## src/rtl/gc_pkg.sv

```systemverilog
// Shared types for the garbled-circuit gate issue path: sequencer states,
// free-gate truth tables and the gate descriptor carried to the garbling engine.
package gc_pkg;

  localparam int S = 20;

  localparam logic [3:0] LOGIC_XOR  = 4'b0110;
  localparam logic [3:0] LOGIC_XNOR = 4'b1001;

  typedef enum logic [2:0] {
    ST_IDLE,
    ST_WAIT_HDR,
    ST_ISSUE,
    ST_DRAIN,
    ST_FINISH
  } state_t;

  typedef struct packed {
    logic [S-1:0] in0;
    logic [S-1:0] in1;
    logic         in0f;
    logic         in1f;
    logic [3:0]   lgc;
    logic         is_output;
    logic [S-1:0] out_wire;
    logic [S-1:0] index;
    logic         free;
  } gate_desc_t;

  function automatic logic is_free_logic(input logic [3:0] lgc);
    return (lgc == LOGIC_XOR) || (lgc == LOGIC_XNOR);
  endfunction

endpackage

```

## src/rtl/gate_fifo.sv

```systemverilog
// Two-entry descriptor buffer between the gate walker and the garbling engine.
// A push while full is taken only when a pop happens in the same cycle.
module gate_fifo
  import gc_pkg::*;
(
  input  logic       clk,
  input  logic       rst,
  input  logic       push,
  input  logic       pop,
  input  gate_desc_t din,
  output gate_desc_t dout,
  output logic       full,
  output logic       empty
);

  gate_desc_t mem [2];
  logic [1:0] count;
  logic       wr_ptr;
  logic       rd_ptr;
  logic       do_pop;
  logic       do_push;

  assign empty   = (count == 2'd0);
  assign full    = (count == 2'd2);
  assign do_pop  = pop && !empty;
  assign do_push = push && (!full || do_pop);
  assign dout    = mem[rd_ptr];

  always_ff @(posedge clk or negedge rst) begin
    if (!rst) begin
      count  <= 2'd0;
      wr_ptr <= 1'b0;
      rd_ptr <= 1'b0;
      mem[0] <= '0;
      mem[1] <= '0;
    end else begin
      if (do_push) begin
        mem[wr_ptr] <= din;
        wr_ptr      <= ~wr_ptr;
      end
      if (do_pop) rd_ptr <= ~rd_ptr;
      case ({do_push, do_pop})
        2'b10:   count <= count + 2'd1;
        2'b01:   count <= count - 2'd1;
        default: count <= count;
      endcase
    end
  end

endmodule

```

## src/rtl/gate_issue.sv

```systemverilog
// Gate-list sequencer: latches the netlist header, walks gate addresses and
// issues one descriptor per gate. Define FREE_XOR_EN to mark XOR/XNOR gates free.
module gate_issue
  import gc_pkg::*;
(
  input  logic                clk,
  input  logic                rst,
  input  logic                start,
  input  logic                nl_done,
  input  logic signed [S-1:0] init_size,
  input  logic signed [S-1:0] input_size,
  input  logic signed [S-1:0] dff_size,
  input  logic signed [S-1:0] gate_size,
  output logic        [S-1:0] rd_addr,
  input  logic signed [S-1:0] in0,
  input  logic signed [S-1:0] in1,
  input  logic                in0F,
  input  logic                in1F,
  input  logic        [3:0]   g_logic,
  input  logic                is_output,
  output logic                g_valid,
  input  logic                g_ready,
  output logic        [S-1:0] g_in0,
  output logic        [S-1:0] g_in1,
  output logic        [S-1:0] g_out_wire,
  output logic        [S-1:0] g_index,
  output logic                g_in0F,
  output logic                g_in1F,
  output logic                g_is_output,
  output logic                g_free,
  output logic        [3:0]   g_logic_o,
  output logic                busy,
  output logic                done,
  output logic        [S-1:0] table_count
);

  state_t       state, state_nxt;
  logic [S-1:0] gate_size_q;
  logic [S-1:0] base_q;
  logic [S-1:0] last_addr;
  gate_desc_t   desc, head;
  logic         full, empty, push, pop, last, hdr_empty;

  assign pop       = g_valid && g_ready;
  assign push      = (state == ST_ISSUE) && (!full || pop);
  assign last_addr = gate_size_q - S'(1);
  assign last      = (rd_addr == last_addr);
  assign hdr_empty = gate_size[S-1] || (gate_size == '0);

  always_comb begin
    desc           = '0;
    desc.in0       = in0;
    desc.in1       = in1;
    desc.in0f      = in0F;
    desc.in1f      = in1F;
    desc.lgc       = g_logic;
    desc.is_output = is_output;
    desc.out_wire  = base_q + rd_addr;
    desc.index     = rd_addr;
`ifdef FREE_XOR_EN
    desc.free      = is_free_logic(g_logic);
`else
    desc.free      = 1'b0;
`endif
  end

  always_comb begin
    state_nxt = state;
    case (state)
      ST_IDLE:     if (start) state_nxt = ST_WAIT_HDR;
      ST_WAIT_HDR: if (nl_done) state_nxt = hdr_empty ? ST_FINISH : ST_ISSUE;
      ST_ISSUE:    if (push && last) state_nxt = ST_DRAIN;
      ST_DRAIN:    if (empty) state_nxt = ST_FINISH;
      ST_FINISH:   state_nxt = ST_IDLE;
      default:     state_nxt = ST_IDLE;
    endcase
  end

  always_ff @(posedge clk or negedge rst) begin
    if (!rst) begin
      state       <= ST_IDLE;
      rd_addr     <= '0;
      table_count <= '0;
      gate_size_q <= '0;
      base_q      <= '0;
    end else begin
      state <= state_nxt;
      if ((state == ST_IDLE) && start) table_count <= '0;
      if ((state == ST_WAIT_HDR) && nl_done) begin
        gate_size_q <= gate_size;
        base_q      <= init_size + input_size + dff_size;
        rd_addr     <= '0;
      end
      // rd_addr parks on the last gate once it has been pushed
      if (push) begin
        if (!last) rd_addr <= rd_addr + S'(1);
        if (!desc.free) table_count <= table_count + S'(1);
      end
    end
  end

  gate_fifo u_fifo (
    .clk   (clk),
    .rst   (rst),
    .push  (push),
    .pop   (pop),
    .din   (desc),
    .dout  (head),
    .full  (full),
    .empty (empty)
  );

  assign g_valid     = !empty;
  assign g_in0       = head.in0;
  assign g_in1       = head.in1;
  assign g_in0F      = head.in0f;
  assign g_in1F      = head.in1f;
  assign g_logic_o   = head.lgc;
  assign g_is_output = head.is_output;
  assign g_out_wire  = head.out_wire;
  assign g_index     = head.index;
  assign g_free      = head.free;
  assign busy        = (state != ST_IDLE);
  assign done        = (state == ST_FINISH);

endmodule
```

## config.mk

```make
export PLATFORM = sky130hd
export DESIGN_NAME = gate_issue
export DESIGN_NICKNAME = d
export VERILOG_FILES = /design/src/rtl/gc_pkg.sv /design/src/rtl/gate_fifo.sv /design/src/rtl/gate_issue.sv
export SDC_FILE = /design/constraint.sdc
export NUM_CORES = 1
export LEC_CHECK = 0
export CELL_PAD_IN_SITES_DETAIL_PLACEMENT = 0
export CELL_PAD_IN_SITES_GLOBAL_PLACEMENT = 2
export CORE_AREA = 2 2 206 208
export DETAILED_ROUTE_END_ITERATION = 8
export DIE_AREA = 0 0 208 210
export GPL_TIMING_DRIVEN = 0
export MAX_ROUTING_LAYER = met4
export PLACE_DENSITY_LB_ADDON = 0.1
export SLEW_MARGIN = 5
export SYNTH_ARGS = -nofsm -noshare
export SYNTH_HDL_FRONTEND = slang
export SYNTH_HIERARCHICAL = 1
export SYNTH_SLANG_ARGS = --single-unit
```

## constraint.sdc

```tcl
create_clock -name clk -period 3.7 [get_ports clk]
set_input_delay 0.555 -clock clk [delete_from_list [all_inputs] [get_ports clk]]
set_output_delay 0.555 -clock clk [all_outputs]
set_load 0.02 [all_outputs]
```

==> summary.md, run 1 <==
| Metric | Value |
|---|---|
| VDD IR max | `0.296 mV` |
| Worst path bufs/invs | `5` |
| Logic pwr share | `46.7%` |
| Initial Util | `34.5%` |
| Mux share of post-synthesis cell area | `22.7%` |
| Final setup skew | `0.0182 ns` |
| Top cell by count, worst path | `inv_1` |
| Yosys cell types | `65` |
| Sequential share of the synthesized area | `45.9%` |
| Post-synthesis simple-gate area fraction | `10.2%` |
| Most frequent cell after synthesis | `mux2_2` |
| Vias per cell | `4.93` |
| First-pass GRT wire length | `62700 um` |
| Post-synth top cells | `mux2_2, dfrtp_1, nand2_1, o21ai_0` |
| Crit path time final | `3.52 ns` |
| Worst-Skew Late Latency | `0.52 ns` |
| Avg Cell Area, Syn | `11.6 um2` |
| Area of the mapped netlist | `0.0143 mm2` |
| Worst slew margin | `36.8%` |
| Rows | `75` |
| Upper clock frequency limit | `284 MHz` |
| DIE HEIGHT | `210 um` |
| Clock power frac | `22.3%` |
| Post-Synth XOR/XNOR Area | `3.85%` |
| DP Area | `0.0177 mm2` |
| Routed Antenna Nets | `0` |
| CP Launch Type | `input pin` |
| CTS buffer count | `34` |
| Top Ports | `263` |
| Setup crit end kind | `register` |
| Initial DRC count | `452` |
| Final GP Congestion | `0.813` |
| Psw | `5.38 mW` |
| Overflow after GRT | `0` |
| Vias | `10400` |
| YS warnings | `6` |
| Num Clock Sinks | `263` |
| Largest net degree at the start of global routing | `102` |
| Critical path, cell by cell | `clkdlybuf4s50_1 > inv_1 > fa_1 > inv_1 > ha_1 > inv_1 > fa_2 > nor2b_2 > o31a_1 > o221ai_2 > a211oi_2 > buf_4 > nor3_1 > o41ai_2 > xnor2_1 > mux2_2` |
| Routed wire per std cell | `19.0 um` |
| Ant diodes | `0` |
| RSZ-0062 raised after global routing | `no` |
| Worst Path Max Fanout | `3` |
| Slowest CP cell | `clkdlybuf4s50_1` |
| Largest family of logic cells by synthesized area | `multiplexers` |
| Worst-path clk slew | `0.05 ns` |
| Layout cell share with drive strength beyond 1 | `25.2%` |
| Critical path class | `in -> reg` |
| R2R setup slack | `0.36 ns` |
| Area contributors post-synth | `dfrtp_1, mux2_2, ha_1, nand2_1, fa_1` |
| Internal power | `9.54 mW` |
| Top FF cell, synth | `dfrtp_1` |
| Pre-CTS WS | `-0.891 ns` |
| DRT Pass-1 Iters | `4` |
| Switch share | `36.1%` |
| Endpoints failing hold | `0` |
| Outcome | `finished clean` |
| Critical path required time | `4.10 ns` |
| Clk buf depth | `3` |
| Final wirelength | `40000 um` |
| Seq cells post-synth | `263` |
| Design Power | `14.9 mW` |
| Arrival time at the worst endpoint | `3.93 ns` |
| Final Max Slew Viols | `0` |
| Cell area after layout | `0.0189 mm2` |
| DP Cell Count | `2042` |
| Drt drc | `0` |
| Synth top area share | `45.9%` |
| Area of the die | `0.0437 mm2` |
| Gate Count Post-Synth | `1237` |
| Adder-Cell Fraction of Synth Area | `6.52%` |
| Final period util | `95.2%` |
| Vias in the first global route | `10700` |
| Port bufs | `262` |
| Hold Crit Class | `reg -> reg` |
| Worst-Margin Slew | `0.941 ns` |
| Yosys top cell by area | `dfrtp_1` |
| EDFF count, synth | `0` |
| Initial antenna violation count | `0` |
| Area growth, synth to finish | `31.9%` |
| H-tree levels | `2` |
| Detailed Place HPWL | `29500 um` |
| Area of the core | `0.0415 mm2` |
| Ys async rst share | `100%` |
| CTS tree | `done` |
| Final worst slack | `0.179 ns` |
| Total GRT Usage | `18.8%` |
| Max-cap violations | `0` |
| Nets@finish | `1736` |
| Slowest cell delay on critical path | `0.45 ns` |
| Pleak | `8.15 nW` |
| Final setup viols | `0` |
| P per Cell Area | `789 mW/mm2` |
| Compound-Gate Fraction of Synth Area | `7.04%` |
| Kind of cell adding the most delay to the critical path | `adder cells` |
| Seq pwr share | `31.0%` |
| Die X | `208 um` |
| Final core utilization | `45.6%` |
| Clk root buf | `clkbuf_16` |
| Finished Layout Cells | `2105` |
through the flow:
step	TNS, ns	hold slack [ns]
after floorplan	0	0.259
after global placement	-2527.49	0.461
after detailed placement	-2.80	0.477
after CTS	0	0.490
after global routing	0	0.506
final	0	0.489
repair_timing:
item	4_1_cts	5_1_grt
cloned	0	0
gates resized for setup	2	5
buffers inserted	2	0
hold buffers	1	0
setup endpoints to repair	1	24
pin swaps	4	3
hold endpoints to repair	2	0
cells in the final DEF, fill, tap and decap left out, types with 10 or more instances in the layout:
cell / instances
clkbuf_1: 31
a21oi_1: 31
o21ai_0: 44
o21a_1: 10
ha_1: 41
and3_1: 10
nand2_1: 134
nand4_1: 10
buf_4: 28
buf_2: 17
clkdlybuf4s50_1: 261
mux2i_1: 25
fa_1: 20
nand3_1: 28
xor2_1: 22
inv_1: 32
xnor2_1: 41
mux2_2: 265
nor2_1: 35
nor3_1: 22
clkbuf_16: 37
dfrtp_1: 263
cells by family after synthesis:
family | Yosys count
and+or+nand+nor | 300
adders and majority gates | 62
xor gates and xnor gates | 63
DFF | 263
AOI/OAI and AO/OA | 152
buffers and inverters | 105
other | 1
muxes | 291
final timing paths:
path                            depth (start not counted)                         from                     endpoint
worst max-delay path                                   16                 init_size[0]       base_q[19]$_DFFE_PN0P_
worst min-delay path                                    1  table_count[19]$_DFFE_PN0P_  table_count[19]$_DFFE_PN0P_
worst max register to register                          9   gate_size_q[4]$_DFFE_PN0P_         rd_addr[2]$_DFF_PN0_
worst min register to register                          1  table_count[19]$_DFFE_PN0P_  table_count[19]$_DFFE_PN0P_
max in group asynchronous                               3                          rst  u_fifo/mem[123]$_DFFE_PN0P_
min in group asynchronous                               2                          rst  table_count[19]$_DFFE_PN0P_
flip-flops by register name, indices dropped and copies added, names as in the netlist:
register / cells
u_fifo/rd_ptr: 1
rd_addr: 20
table_count: 20
u_fifo/count: 2
u_fifo/mem: 176
base_q: 20
u_fifo/wr_ptr: 1
state: 3
gate_size_q: 20
power groups by stage:
stage               combinational (mW)  clock [mW]  sequential, mW
CTS                               7.08        3.45            4.63
global placement                  6.98           0            4.65
detailed placement                7.03           0            4.68
global route                      7.56        3.57            4.77
floorplan                         4.62           0            4.44
finish                            6.97        3.33            4.62
area by class of cell:
cell class / instances / area (um2)
Timing Repair Buffer: 268 / 2720
Sequential cell: 263 / 6580
Tap cell: 539 / 674
Clock buffer: 47 / 1010
Fill cell: 3950 / 22600
Inverter: 33 / 124
Clock inverter: 13 / 124
Multi-Input combinational cell: 870 / 7260
Buffer: 72 / 408
metal layers:
| layer | global-route usage (%) | part of all wire, % | wire [um] | vias to the layer above |
|---|---|---|---|---|
| met5 | - | 0 | 0 | - |
| met4 | 4.67 | 2.1 | 822 | 0 |
| met3 | 2.83 | 3.8 | 1530 | 53 |
| met2 | 30.7 | 48 | 19200 | 223 |
| met1 | 24.7 | 46 | 18500 | 5076 |
| li1 | - | - | - | 5017 |
No activity file was read; power rests on OpenSTA's default activity.
==> inputs of run 2 (changes only) <==
--- a/config.mk
+++ b/config.mk
@@ -5,11 +5,13 @@
 export SDC_FILE = /design/constraint.sdc
 export NUM_CORES = 1
 export LEC_CHECK = 0
+export ABC_CLOCK_PERIOD_IN_PS = 3700
 export CELL_PAD_IN_SITES_DETAIL_PLACEMENT = 0
 export CELL_PAD_IN_SITES_GLOBAL_PLACEMENT = 2
-export CORE_AREA = 2 2 206 208
+export CORE_AREA = 2 2 188 190
 export DETAILED_ROUTE_END_ITERATION = 8
-export DIE_AREA = 0 0 208 210
+export DIE_AREA = 0 0 190 192
+export DONT_BUFFER_PORTS = 1
 export GPL_TIMING_DRIVEN = 0
 export MAX_ROUTING_LAYER = met4
 export PLACE_DENSITY_LB_ADDON = 0.1
==> summary.md, run 2 (synthesis gave the netlist of run 1 again) <==
| Metric | Value |
|---|---|
| Outcome | `complete, but fails checks` |
| Failing checks | `negative hold slack` |
| Area of the core | `0.0343 mm2` |
| Worst-Margin Slew | `0.927 ns` |
| DIE HEIGHT | `192 um` |
| Area growth, synth to finish | `10.9%` |
| Top Ports | `263` |
| Area of the multi-input gates | `0.00723 mm2` |
| Num Clock Sinks | `263` |
| Critical path required time | `4.12 ns` |
| Final period util | `92.0%` |
| VDD IR max | `0.439 mV` |
| Ant diodes | `0` |
| Detailed Place HPWL | `26400 um` |
| Hold Crit Class | `in -> async` |
| Slowest cell delay on critical path | `0.52 ns` |
| Worst-path clk slew | `0.06 ns` |
| DRT Pass-1 Iters | `6` |
| Vias in the first global route | `9472` |
| Crit path from | `init_size[1]` |
| P per Cell Area | `826 mW/mm2` |
| Arrival time at the worst endpoint | `3.82 ns` |
| RSZ-0062 raised after global routing | `no` |
| Nets@finish | `1464` |
| Vias | `9392` |
| Routed Antenna Nets | `0` |
| Rows | `68` |
| Final wirelength | `36300 um` |
| Final Max Slew Viols | `0` |
| Worst-Skew Late Latency | `0.54 ns` |
| Initial Util | `41.8%` |
| DP Area | `0.0149 mm2` |
| CP Launch Type | `input pin` |
| Worst path bufs/invs | `1` |
| Final setup viols | `0` |
| Initial DRC count | `436` |
| Vias per cell | `5.38` |
| Total GRT Usage | `20.1%` |
| Routed wire per std cell | `20.8 um` |
| Drt drc | `0` |
| Final GP Congestion | `0.801` |
| Final setup skew | `0.0104 ns` |
| Area of the die | `0.0365 mm2` |
| Top cell by count, worst path | `fa_1` |
| Max-cap violations | `0` |
| Filler cells | `3209` |
| Layout cell share with drive strength beyond 1 | `29.3%` |
| Slowest CP cell | `fa_1` |
| Register Area | `0.00658 mm2` |
| Port bufs | `0` |
| Worst slew margin | `37.7%` |
| CTS buffer count | `29` |
| Endpoints failing hold | `263` |
| Setup crit end kind | `register` |
| Postcts setup bufs | `0` |
| Max reg flops | `176` |
| Overflow after GRT | `0` |
| First-pass GRT wire length | `55700 um` |
| CTS tree | `done` |
| Largest net degree at the start of global routing | `264` |
| Pleak | `7.03 nW` |
| Initial antenna violation count | `0` |
| Cell area after layout | `0.0159 mm2` |
| Crit path time final | `3.40 ns` |
| Worst Path Max Fanout | `3` |
| Upper clock frequency limit | `294 MHz` |
| H-tree levels | `1` |
| Critical path, cell by cell | `fa_1 > ha_1 > inv_1 > fa_1 > nor2b_1 > o31a_1 > o221ai_1 > a211oi_1 > nor3_1 > o41ai_1 > xnor2_1 > mux2_2` |
| Clk buf depth | `3` |
| R2R Path Start | `rd_addr[1]$_DFF_PN0_` |
| Most frequent cells in the layout | `mux2_2, dfrtp_1, nand2_1` |
| Largest reg by FF count | `u_fifo/mem` |
| Most common cell after layout, fill and taps aside | `mux2_2` |
| Clk root buf | `clkbuf_16` |
| WHS | `-0.284 ns` |
| Kind of cell adding the most delay to the critical path | `compound AO/OA/AOI/OAI gates` |
| Critical path class | `in -> reg` |
| Die X | `190 um` |
==> run 2: where the power goes <==
group	total, mW	switching [mW]	internal, mW
sequential	4.64	0.700	3.94
combinational	5.60	3.15	2.45
clock	2.88	1.15	1.73
==> run 2: final timing paths <==
check                                         endpoint  slack, ns  depth (start not counted)
min                        table_count[13]$_DFFE_PN0P_      -0.28                          0
max in group asynchronous   u_fifo/mem[70]$_DFFE_PN0P_       3.42                          0
min reg2reg                     base_q[13]$_DFFE_PN0P_       0.48                          2
min in group clk           gate_size_q[19]$_DFFE_PN0P_       0.12                          2
max                             base_q[19]$_DFFE_PN0P_       0.30                         12
max reg2reg                 u_fifo/mem[40]$_DFFE_PN0P_       0.36                         10
==> run 2: final cells by class <==
type | instances | area share, %
plain buffers | 72 | 2.57
clock buffers | 41 | 5.35
clock inverters | 12 | 0.724
inverters | 33 | 0.779
multi-input cells | 870 | 45.5
flip-flops and latches | 263 | 41.4
well taps | 455 | 3.58
repair buffers | 1 | 0.0709
==> run 2: repair_timing <==
action,CTS,global route
gates resized for setup,0,2
setup endpoints to repair,0,23
hold endpoints to repair,263,263
==> run 2: metrics by stage <==
step	worst slack, ns	setup TNS [ns]	power (mW)	instances	util [%]
floorplan	0.318	0	9.06	1238	-
global placement	-0.314	-0.314	10.2	1693	43.4
detailed placement	-0.345	-0.345	10.3	1694	43.5
CTS	0.0585	0	13.3	1747	46.3
global route	0.0137	0	14.0	1747	46.3
finish	0.296	0	13.1	1747	46.3
==> run 2: per-layer routing <==
| layer | track usage (%) | routed length, um |
|---|---|---|
| met2 | 32.8 | 17200 |
| met4 | 3.88 | 569 |
| met5 | - | 0 |
| met3 | 3.76 | 2130 |
| met1 | 26.3 | 16500 |
==> inputs of run 3 (changes only) <==
--- a/config.mk
+++ b/config.mk
@@ -5,7 +5,7 @@
 export SDC_FILE = /design/constraint.sdc
 export NUM_CORES = 1
 export LEC_CHECK = 0
-export ABC_CLOCK_PERIOD_IN_PS = 3700
+export ABC_CLOCK_PERIOD_IN_PS = 3200
 export CELL_PAD_IN_SITES_DETAIL_PLACEMENT = 0
 export CELL_PAD_IN_SITES_GLOBAL_PLACEMENT = 2
 export CORE_AREA = 2 2 188 190
@@ -13,6 +13,7 @@
 export DIE_AREA = 0 0 190 192
 export DONT_BUFFER_PORTS = 1
 export GPL_TIMING_DRIVEN = 0
+export HOLD_SLACK_MARGIN = 0.12
 export MAX_ROUTING_LAYER = met4
 export PLACE_DENSITY_LB_ADDON = 0.1
 export SLEW_MARGIN = 5
==> constraint.sdc (replaced) <==
create_clock -name clk -period 3.2 [get_ports clk]
set_input_delay 0.48 -clock clk [delete_from_list [all_inputs] [get_ports clk]]
set_output_delay 0.48 -clock clk [all_outputs]
set_load 0.02 [all_outputs]
==> summary.md, run 3 (synthesis gave the netlist of run 1 again) <==
| Metric | Value |
|---|---|
| Initial DRC count | `372` |
| Routed Antenna Nets | `0` |
| Worst-Margin Slew | `0.676 ns` |
| CTS Hold Bufs | `67` |
| Critical path class | `reg -> reg` |
| Final wirelength | `36600 um` |
| Final GP Congestion | `0.833` |
| Vias per cell | `5.26` |
| Logic pwr share | `43.2%` |
| Worst path bufs/invs | `0` |
| WHS | `-0.367 ns` |
| Area of the core | `0.0343 mm2` |
| Rows | `68` |
| Max reg flops | `176` |
| Final setup skew | `0.0123 ns` |
| Die X | `190 um` |
| Switch share | `37.9%` |
| Met3 Track Usage GR | `3.00%` |
| Pre-CTS WS | `-0.530 ns` |
| Area of the die | `0.0365 mm2` |
| Final period util | `94.4%` |
| Most frequent cells in the layout | `mux2_2, dfrtp_1, nand2_1` |
| Port bufs | `0` |
| RR Endpoint | `u_fifo/mem[128]$_DFFE_PN0P_` |
| Clk root buf | `clkbuf_16` |
| Initial Util | `41.8%` |
| Final Max Slew Viols | `0` |
| Top cell by count, worst path | `a21oi_1` |
| CTS buffer count | `29` |
| Pleak | `7.40 nW` |
| Critical path required time | `3.64 ns` |
| Worst Path Max Fanout | `8` |
| Outcome | `complete, but fails checks` |
| Overflow after GRT | `0` |
| CP Launch Type | `register` |
| Met1 Usage GRT | `27.5%` |
| First-pass GRT wire length | `56200 um` |
| Met2 global-route usage | `32.5%` |
| Top Ports | `263` |
| Initial antenna violation count | `0` |
| Largest net degree at the start of global routing | `264` |
| Endpoints failing hold | `263` |
| Reg2Reg Depth | `10` |
| H-tree levels | `1` |
| Seq pwr share | `34.8%` |
| Worst slew margin | `54.8%` |
| Psw | `5.86 mW` |
| Critical path depth in cells | `10` |
| Slowest CP cell | `dfrtp_1` |
| Vias | `9596` |
| Critical path capture point | `u_fifo/mem[128]$_DFFE_PN0P_` |
| Final core utilization | `48.9%` |
| Max-cap violations | `0` |
| Total GRT Usage | `20.3%` |
| Kind of cell adding the most delay to the critical path | `compound AO/OA/AOI/OAI gates` |
| Setup crit end kind | `register` |
| Arrival time at the worst endpoint | `3.46 ns` |
| VDD IR max | `0.443 mV` |
| Ant diodes | `0` |
| R2R setup slack | `0.18 ns` |
| Worst-path clk slew | `0.06 ns` |
| Routed wire per std cell | `20.1 um` |
| Design Power | `15.5 mW` |
| Critical path, cell by cell | `ha_1 > a21o_1 > a21oi_1 > o21ai_0 > o21ba_2 > o211ai_1 > a31o_2 > a21oi_1 > xnor2_1 > mux2_2` |
| DRT Pass-1 Iters | `4` |
| CTS tree | `done` |
| Final setup viols | `0` |
| DIE HEIGHT | `192 um` |
| Final worst slack | `0.178 ns` |
| R2R Path Start | `rd_addr[8]$_DFF_PN0_` |
| Most common cell after layout, fill and taps aside | `mux2_2` |
| Nets@finish | `1541` |
| Drt drc | `0` |
| Slowest cell delay on critical path | `0.62 ns` |
| Layout cell share with drive strength beyond 1 | `29.0%` |
| Hold Crit Class | `in -> async` |
| Failing checks | `negative hold slack` |
| Detailed Place HPWL | `26200 um` |
| Num Clock Sinks | `263` |
| Crit path time final | `3.02 ns` |
| Clock power frac | `22.1%` |
| Internal power | `9.59 mW` |
| Vias in the first global route | `9647` |
| Most used routing layer | `met2` |
| Clk buf depth | `3` |
| RSZ-0062 raised after global routing | `yes` |
| Worst-Skew Late Latency | `0.55 ns` |
| Largest reg by FF count | `u_fifo/mem` |
| Upper clock frequency limit | `331 MHz` |
| Crit path from | `rd_addr[8]$_DFF_PN0_` |
| Area growth, synth to finish | `17.1%` |
| P per Cell Area | `922 mW/mm2` |
## run 3: repair_timing
| item | 4_1_cts | 5_1_grt |
|---|---|---|
| endpoints found under the hold margin | 377 | 263 |
| setup buffers | 0 | 10 |
| pin swaps | 0 | 6 |
| endpoints found under the setup margin | 56 | 62 |
| resized for setup | 10 | 12 |
## run 3: per-stage QoR
step,cell area (um2),std cells,TNS (ns),hold slack [ns]
finish,16800,1823,0,-0.367
global route,16800,1823,-0.00920,-0.399
CTS,16600,1813,0,-0.397
detailed placement,14900,1694,-8.59,0.190
global placement,14900,1693,-9.89,0.190
floorplan,14300,1238,0,0.184
## run 3: layout make-up
type	count	area, um2
Sequential cell	263	6590
Fill cell	3077	17500
Timing Repair Buffer	78	766
Clock buffer	44	892
Buffer	72	414
Tap cell	455	569
Clock inverter	8	96.3
Multi-Input combinational cell	870	7320
Inverter	33	124
## run 3: worst min-delay path by stage
stage	from	end	slack, ns	depth (start not counted)
6_report	rst	table_count[11]$_DFFE_PN0P_	-0.37	0
5_1_grt	rst	table_count[11]$_DFFE_PN0P_	-0.40	0
4_1_cts	rst	table_count[11]$_DFFE_PN0P_	-0.40	0
3_5_place_dp	rst	table_count[11]$_DFFE_PN0P_	0.19	0
3_3_place_gp	rst	table_count[11]$_DFFE_PN0P_	0.19	0
2_1_floorplan	rst	base_q[0]$_DFFE_PN0P_	0.18	0
## run 3: power by group through the flow
stage	Combinational (mW)	Clock (mW)	Sequential, mW
2_1_floorplan	5.34	0	5.13
3_3_place_gp	6.48	0	5.38
3_5_place_dp	6.52	0	5.44
4_1_cts	6.68	3.53	5.40
5_1_grt	7.27	3.66	5.53
6_report	6.67	3.41	5.37
## run 3: routing by layer
metal  up-vias  routed length [um]
li1       4608                   -
met1      4710               17100
met2       243               17100
met3        35                1760
met4         0                 563
met5         -                   0
